`src/rtl/dmux_n_pkg.sv`:
```
// Shared types and helpers for the dmux_n registered demultiplexer.
// Broadcast support is enabled with DMUX_N_BCAST_EN.
package dmux_n_pkg;

    typedef enum logic {
        CH_EMPTY = 1'b0,
        CH_FULL  = 1'b1
    } chan_state_e;

    // One bit of the load-enable vector: channel k loads on a transfer that
    // either targets it or is broadcast. Out-of-range selects match nothing.
    function automatic logic load_en(
        input int unsigned sel,
        input int unsigned k,
        input logic        xfer,
        input logic        bcast
    );
        return xfer & (bcast | (sel == k));
    endfunction

endpackage

```
`src/rtl/dmux_n_slot.sv`:
```
// Single-channel holding register with EMPTY/FULL state.
// Broadcast support (DMUX_N_BCAST_EN) needs nothing extra here.
module dmux_n_slot
    import dmux_n_pkg::*;
#(
    parameter int WIDTH = 16
) (
    input  logic             clk,
    input  logic             reset_n,
    input  logic             load,
    input  logic [WIDTH-1:0] load_data,
    input  logic             ready,
    output logic             valid,
    output logic [WIDTH-1:0] data
);

    chan_state_e      state_q, state_d;
    logic [WIDTH-1:0] data_q, data_d;

    always_ff @(posedge clk or negedge reset_n) begin
        if (!reset_n) begin
            state_q <= CH_EMPTY;
            data_q  <= '0;
        end else begin
            state_q <= state_d;
            data_q  <= data_d;
        end
    end

    always_comb begin
        state_d = state_q;
        data_d  = data_q;
        if (load) data_d = load_data;
        unique case (state_q)
            CH_EMPTY: if (load) state_d = CH_FULL;
            // A load in the same cycle as a drain keeps the slot full.
            CH_FULL: if (!load && ready) state_d = CH_EMPTY;
            default: state_d = CH_EMPTY;
        endcase
    end

    assign valid = (state_q == CH_FULL);
    assign data  = data_q;

endmodule

```
`src/rtl/dmux_n.sv`:
```
// Registered N-way demultiplexer with valid/ready on every channel.
// Define DMUX_N_BCAST_EN to add the in_bcast broadcast port.
module dmux_n
    import dmux_n_pkg::*;
#(
    parameter  int WIDTH    = 16,
    parameter  int CHANNELS = 4,
    localparam int SEL_W    = $clog2(CHANNELS)
) (
    input  logic                      clk,
    input  logic                      reset_n,
    input  logic [WIDTH-1:0]          in_data,
    input  logic [SEL_W-1:0]          in_sel,
    input  logic                      in_valid,
`ifdef DMUX_N_BCAST_EN
    input  logic                      in_bcast,
`endif
    output logic                      in_ready,
    output logic [CHANNELS*WIDTH-1:0] out_data,
    output logic [CHANNELS-1:0]       out_valid,
    input  logic [CHANNELS-1:0]       out_ready,
    output logic                      err_oob
);

    logic [CHANNELS-1:0] slot_free;
    logic [CHANNELS-1:0] load;
    logic                sel_free;
    logic                oob;
    logic                bcast;
    logic                xfer;
    logic                err_d;

`ifdef DMUX_N_BCAST_EN
    assign bcast = in_bcast;
`else
    assign bcast = 1'b0;
`endif

    assign slot_free = ~out_valid | out_ready;
    assign oob       = 32'(in_sel) >= CHANNELS;

    always_comb begin
        sel_free = 1'b1;
        for (int k = 0; k < CHANNELS; k++) begin
            if (32'(in_sel) == k) sel_free = slot_free[k];
        end
    end

    // Out-of-range words are always accepted so they can be dropped.
    assign in_ready = bcast ? &slot_free : (oob | sel_free);
    assign xfer     = in_valid & in_ready;
    assign err_d    = xfer & oob & ~bcast;

    always_ff @(posedge clk or negedge reset_n) begin
        if (!reset_n) err_oob <= 1'b0;
        else          err_oob <= err_d;
    end

    for (genvar g = 0; g < CHANNELS; g++) begin : g_slot
        assign load[g] = load_en(32'(in_sel), 32'(g), xfer, bcast);

        dmux_n_slot #(
            .WIDTH(WIDTH)
        ) u_slot (
            .clk      (clk),
            .reset_n  (reset_n),
            .load     (load[g]),
            .load_data(in_data),
            .ready    (out_ready[g]),
            .valid    (out_valid[g]),
            .data     (out_data[g*WIDTH +: WIDTH])
        );
    end

endmodule

```
`config.mk`:
```
export PLATFORM = sky130hd
export DESIGN_NAME = dmux_n
export DESIGN_NICKNAME = d
export VERILOG_FILES = /design/src/rtl/dmux_n_pkg.sv /design/src/rtl/dmux_n_slot.sv /design/src/rtl/dmux_n.sv
export SDC_FILE = /design/constraint.sdc
export NUM_CORES = 1
export LEC_CHECK = 0
export ABC_AREA = 1
export CAP_MARGIN = 20
export CORE_MARGIN = 2
export CORE_UTILIZATION = 50
export CTS_CLUSTER_DIAMETER = 150
export DETAILED_ROUTE_END_ITERATION = 16
export PLACE_DENSITY = 0.87
export SLEW_MARGIN = 15
export SYNTH_ARGS = -nofsm -noshare
export SYNTH_HDL_FRONTEND = slang
export SYNTH_SLANG_ARGS = --single-unit
```
`constraint.sdc`:
```
create_clock -name clk -period 3.8 [get_ports clk]
set_input_delay 0.38 -clock clk [delete_from_list [all_inputs] [get_ports clk]]
set_output_delay 0.38 -clock clk [all_outputs]
set_load 0.05 [all_outputs]
```
# [After elaboration in Yosys (flattened, before gate mapping)]
# Cells that the tools add are included.
# Widths: inputs -> output; s select.
[totals] in_bits=25 reg_bits=68 wordCells=47 out_inout_bits=70
[classes] muxes=16 reduce_logical=9 bitwise=11 n_eq_ne=3
[op_table] cell="$mux 1" count=12
[op_table] cell="$pmux 1 s2" count=4
[op_table] cell="$and 1x1->1" count=5
[op_table] cell="$eq 2x2->1 const B" count=2
[op_table] cell="$logic_and 1x1->1" count=4
[op_table] cell="$logic_not 1->1" count=4
[op_table] cell="$not 1->1" count=4
[op_table] cell="$not 4->4" count=1
[op_table] cell="$or 4x4->4" count=1
[op_table] cell="$eq 2x1->1 const B" count=1
[op_table] cell="$logic_not 2->1" count=1

# [Depth between registers and ports, before layout]
[logic_depth] ltp_word=12 depth_mapped=10 depth_no_buf=8

# [Hierarchy]
# From an unflattened synthesis, not the netlist that was laid out.
[unflattened] hier_cells=316 area_unflattened_um2=2829.0
[modules_own_cells] module="dmux_n_slot" area_each_um2=675.6 n_inst=4 cells_each=72 seq_area_each_um2=425.4
[modules_own_cells] module="dmux_n" area_each_um2=126.4 n_inst=1 cells_each=28 seq_area_each_um2=0.0

# [Worst setup path after synthesis]
# Ideal clock, no wire load.
[synth_timing] kind="input-to-output" from="in in_sel[0]" to="out in_ready" stages=8 slack_ns=2.199 path_buffers=3 t_arrival_ns=1.221 required_time_ns=3.420 path_cell_list="buf_6 > inv_6 > nor2_8 > nand2_2 > nand3_2 > nor2_2 > buf_6 > buf_6"
[synth_between] elab_chain_len=5 word_cells_on_any_way=8 cone_classes="eq/ne: 3; mux: 4; reduce/logical: 1"
[synth_lines] element="from (decl)" line="dmux_n.sv:13" rtl="input logic [SEL_W-1:0] in_sel,"
[synth_lines] element="$logic_not 2->1" line="dmux_n.sv:45" rtl="if (32'(in_sel) == k) sel_free = slot_free[k];"
[synth_lines] element="$mux 1 (3 in a row)" line="dmux_n.sv:45"
[synth_lines] element="$mux 1 (*)" line="dmux_n.sv:45"
[synth_lines] element="to (decl)" line="dmux_n.sv:18" rtl="output logic in_ready,"
# Every way passes the cells marked *; elsewhere a longest branch is shown, timed or not.

# [Worst setup path after layout]
[layout_timing] from="in in_sel[1]" to="out in_ready"
# Same word-level chain as after synthesis.

==> results.py <==
metrics = {
    "run_status": {
        "run_status": "complete, no violations",
    },
    "setup_path": {
        "r2r_cells": 8,
        "crit_fanout": 17,
        "crit_type": "in -> out",
        "worstSetupEndpointType": "output port",
        "worst_r2r_endpoint": "g_slot[2].u_slot.data[4]$_DFFE_PN0P_",
        "arrival_ps": 2660,
        "worst_setup_path_start_kind": "input port",
        "r2r_slack_ps": 2060,
        "r2r-start": "g_slot[3].u_slot.valid$_DFF_PN0_",
        "critPathRequiredTime_ps": 3420,
    },
    "clock_network": {
        "cts_buffers": 9,
        "cts.sinks": 68,
        "cts_tree": "yes",
        "cts_resized": 0,
        "clock_latency_ps": 350,
        "clk_pin_slew_ps": 80,
        "cts_root_buf": "clkbuf_8",
        "cts_buffer_depth": 2,
        "cts_setup_buffers": 0,
        "cts.hold.buffers_added": 0,
        "ctsHtreeMaxLevel": 3,
    },
    "synth": {
        "synth_adder_area_share": 0,
        "synth_top_family_by_area": "simple AND/OR/NAND/NOR gates",
        "synth_cells": 330,
        "synth-compound-area-share": 0.00480,
        "syn_avg_cell_area_um2": 9.47,
        "synthMuxAreaShare": 0,
        "yosysWarnings": 0,
        "synth_xor_area_frac": 0,
        "synth_area_leader_cell": "dfrtp_1",
        "syn_area_um2": 3130,
        "ys_types": 24,
        "synth_nets": 355,
        "yosys.area_share.simple": 0.365,
        "synth.top_cell.area_share": 0.544,
        "synth_area_leaders": "dfrtp_1 54%, nand2_1 16%, nand4_1 13%, buf_6 3.2%, nand4_4 2.7%",
        "yosys_register_bits": 68,
        "ys_seq_area_frac": 0.544,
    },
    "floorplanning": {
        "core_area_um2": 5990,
        "start_util": 0.522,
        "die-area_um2": 6900,
        "dieHeight_um": 83.1,
        "rows": 28,
        "ios": 95,
        "die_w_um": 83.1,
    },
    "final_layout": {
        "syn2layout_area_growth_pct": 33.8,
        "fin_nets": 431,
        "drive_above_1_share": 0.0925,
        "fillers": 444,
        "seq_area_um2": 1700,
        "multi_input_area_um2": 1160,
        "diodes": 0,
        "final_common_cell": "nand2_1",
        "final_cell_mix": "132 x nand2_1, 91 x clkdlybuf4s50_1, 68 x dfrtp_1",
    },
    "job": {
        "cap_violations": 0,
    },
    "drt": {
        "first_iter_violations": 215,
        "first_pass_iters": 5,
        "ant_nets": 0,
        "wl_per_cell_um": 16.7,
        "via_count": 2703,
        "wl_um": 8130,
        "drc_errors": 0,
        "vias_per_cell": 5.56,
    },
    "timing": {
        "period_needed_ps": 3040,
        "setup_viol": 0,
        "tns_ps": 0,
        "fin_skew_ps": 10.3,
        "relSlewSlack": 0.514,
        "fmaxAchievable_mhz": 329,
        "min_period_over_period": 0.799,
        "final_hold_viol_count": 0,
        "rsz0062_at_grt": "no",
        "drv_slew": 0,
        "tightest_slew_ps": 729,
    },
    "worst_hold_path": {
        "hp-class": "in -> async",
    },
    "placed_design": {
        "hpwlAfterDp_um": 5620,
        "routabilityCongestion": 0.799,
        "io_buffers": 93,
    },
    "grt": {
        "overflow": 0,
        "grt_max_degree": 69,
        "antenna_found_initial": 0,
        "grt_pass1_wl_um": 13300,
        "grt_pass1_vias": 2607,
        "track_usage": 0.243,
    },
    "power_and_ir_drop": {
        "power_switching_w": 0.00114,
        "power_w": 0.00278,
        "power_frac_comb": 0.403,
        "seqPwrFrac": 0.348,
        "cellLeakagePower_nw": 2.03,
        "peakVddDrop_mv": 0.462,
        "p_sw_frac": 0.410,
        "power_frac_clock": 0.249,
        "powerDensity_nw_per_um2": 665,
        "intPower_w": 0.00164,
    },
}
sequential cells by signal, indices dropped and copies added (netlist names):
register	count
g_slot.u_slot.valid	4
g_slot.u_slot.data	64
cell usage after synthesis:
| cell | instances |
|---|---|
| nand2_1 | 132 |
| dfrtp_1 | 68 |
| nand4_1 | 64 |
| buf_6 | 9 |
| buf_4 | 8 |
| inv_1 | 7 |
| buf_1 | 6 |
| nor2_1 | 5 |
| buf_2 | 4 |
| nand4_4 | 4 |
| clkbuf_1 | 3 |
| nor2_8 | 3 |
| o21ai_1 | 3 |
| nand2_2 | 2 |
| nand2_4 | 2 |
| nor2_2 | 2 |
| conb_1 | 1 |
| inv_2 | 1 |
| inv_6 | 1 |
| inv_8 | 1 |
| nand3_1 | 1 |
| nand3_2 | 1 |
| nand3b_1 | 1 |
| nor2_4 | 1 |
stage by stage:
stage | worst slack (ps) | cell area, um^2 | util | cells | hold WS, ps
final | 762 | 4180 | 0.698 | 486 | 85.5
after global routing | 665 | 4180 | 0.698 | 486 | 127
after CTS | 757 | 4180 | 0.698 | 486 | 96.6
after detailed placement | 759 | 3950 | 0.659 | 470 | 458
after global placement | 802 | 3950 | 0.659 | 470 | 448
after floorplan | 2200 | 3130 | - | 330 | 84.4
layer usage:
| metal | vias up | wire length (um) | global-route usage |
|---|---|---|---|
| met4 | 0 | 253 | 0.118 |
| met2 | 108 | 3840 | 0.362 |
| li1 | 1259 | - | - |
| met1 | 1313 | 3610 | 0.347 |
| met5 | - | 0 | 0 |
| met3 | 23 | 425 | 0.0408 |
worst max path at each step:
stage	startpoint	end	slack [ps]
finish	in_sel[1]	in_ready	760
global route	in_sel[1]	in_ready	660
CTS	in_sel[1]	in_ready	760
detailed placement	in_sel[1]	in_ready	760
global placement	in_sel[1]	in_ready	800
floorplan	in_sel[0]	in_ready	2200
cells by family (layout without fill, tap and decap cells):
group | after synthesis | after routing
simple gates | 218 | 218
buf+inv | 40 | 121
other cells | 1 | 1
flops | 68 | 68
compound gates | 3 | 3
worst max-delay path: stages:
cell	delay (ps)
clkdlybuf4s50_1	890
nor2_4	200
nand2_4	150
nand3_2	100
nor2_4	120
clkdlybuf4s50_1	810
power groups by stage:
stage / clock [W] / combinational, W / sequential (W)
after CTS: 0.000692 / 0.00113 / 0.000966
after global placement: 0 / 0.00110 / 0.000975
after detailed placement: 0 / 0.00112 / 0.000975
after floorplan: 0 / 0.000220 / 0.00148
final: 0.000693 / 0.00112 / 0.000967
after global routing: 0.000730 / 0.00117 / 0.000981
final cells by class:
type	instances	share of cell area
Clock inverter	4	0.0167
Tap cell	75	0.0224
Clock buffer	12	0.0395
Sequential cell	68	0.407
Inverter	10	0.0120
Timing Repair Buffer	95	0.224
Multi-Input combinational cell	222	0.278
Note: power is estimated with default switching activity, not from simulation.
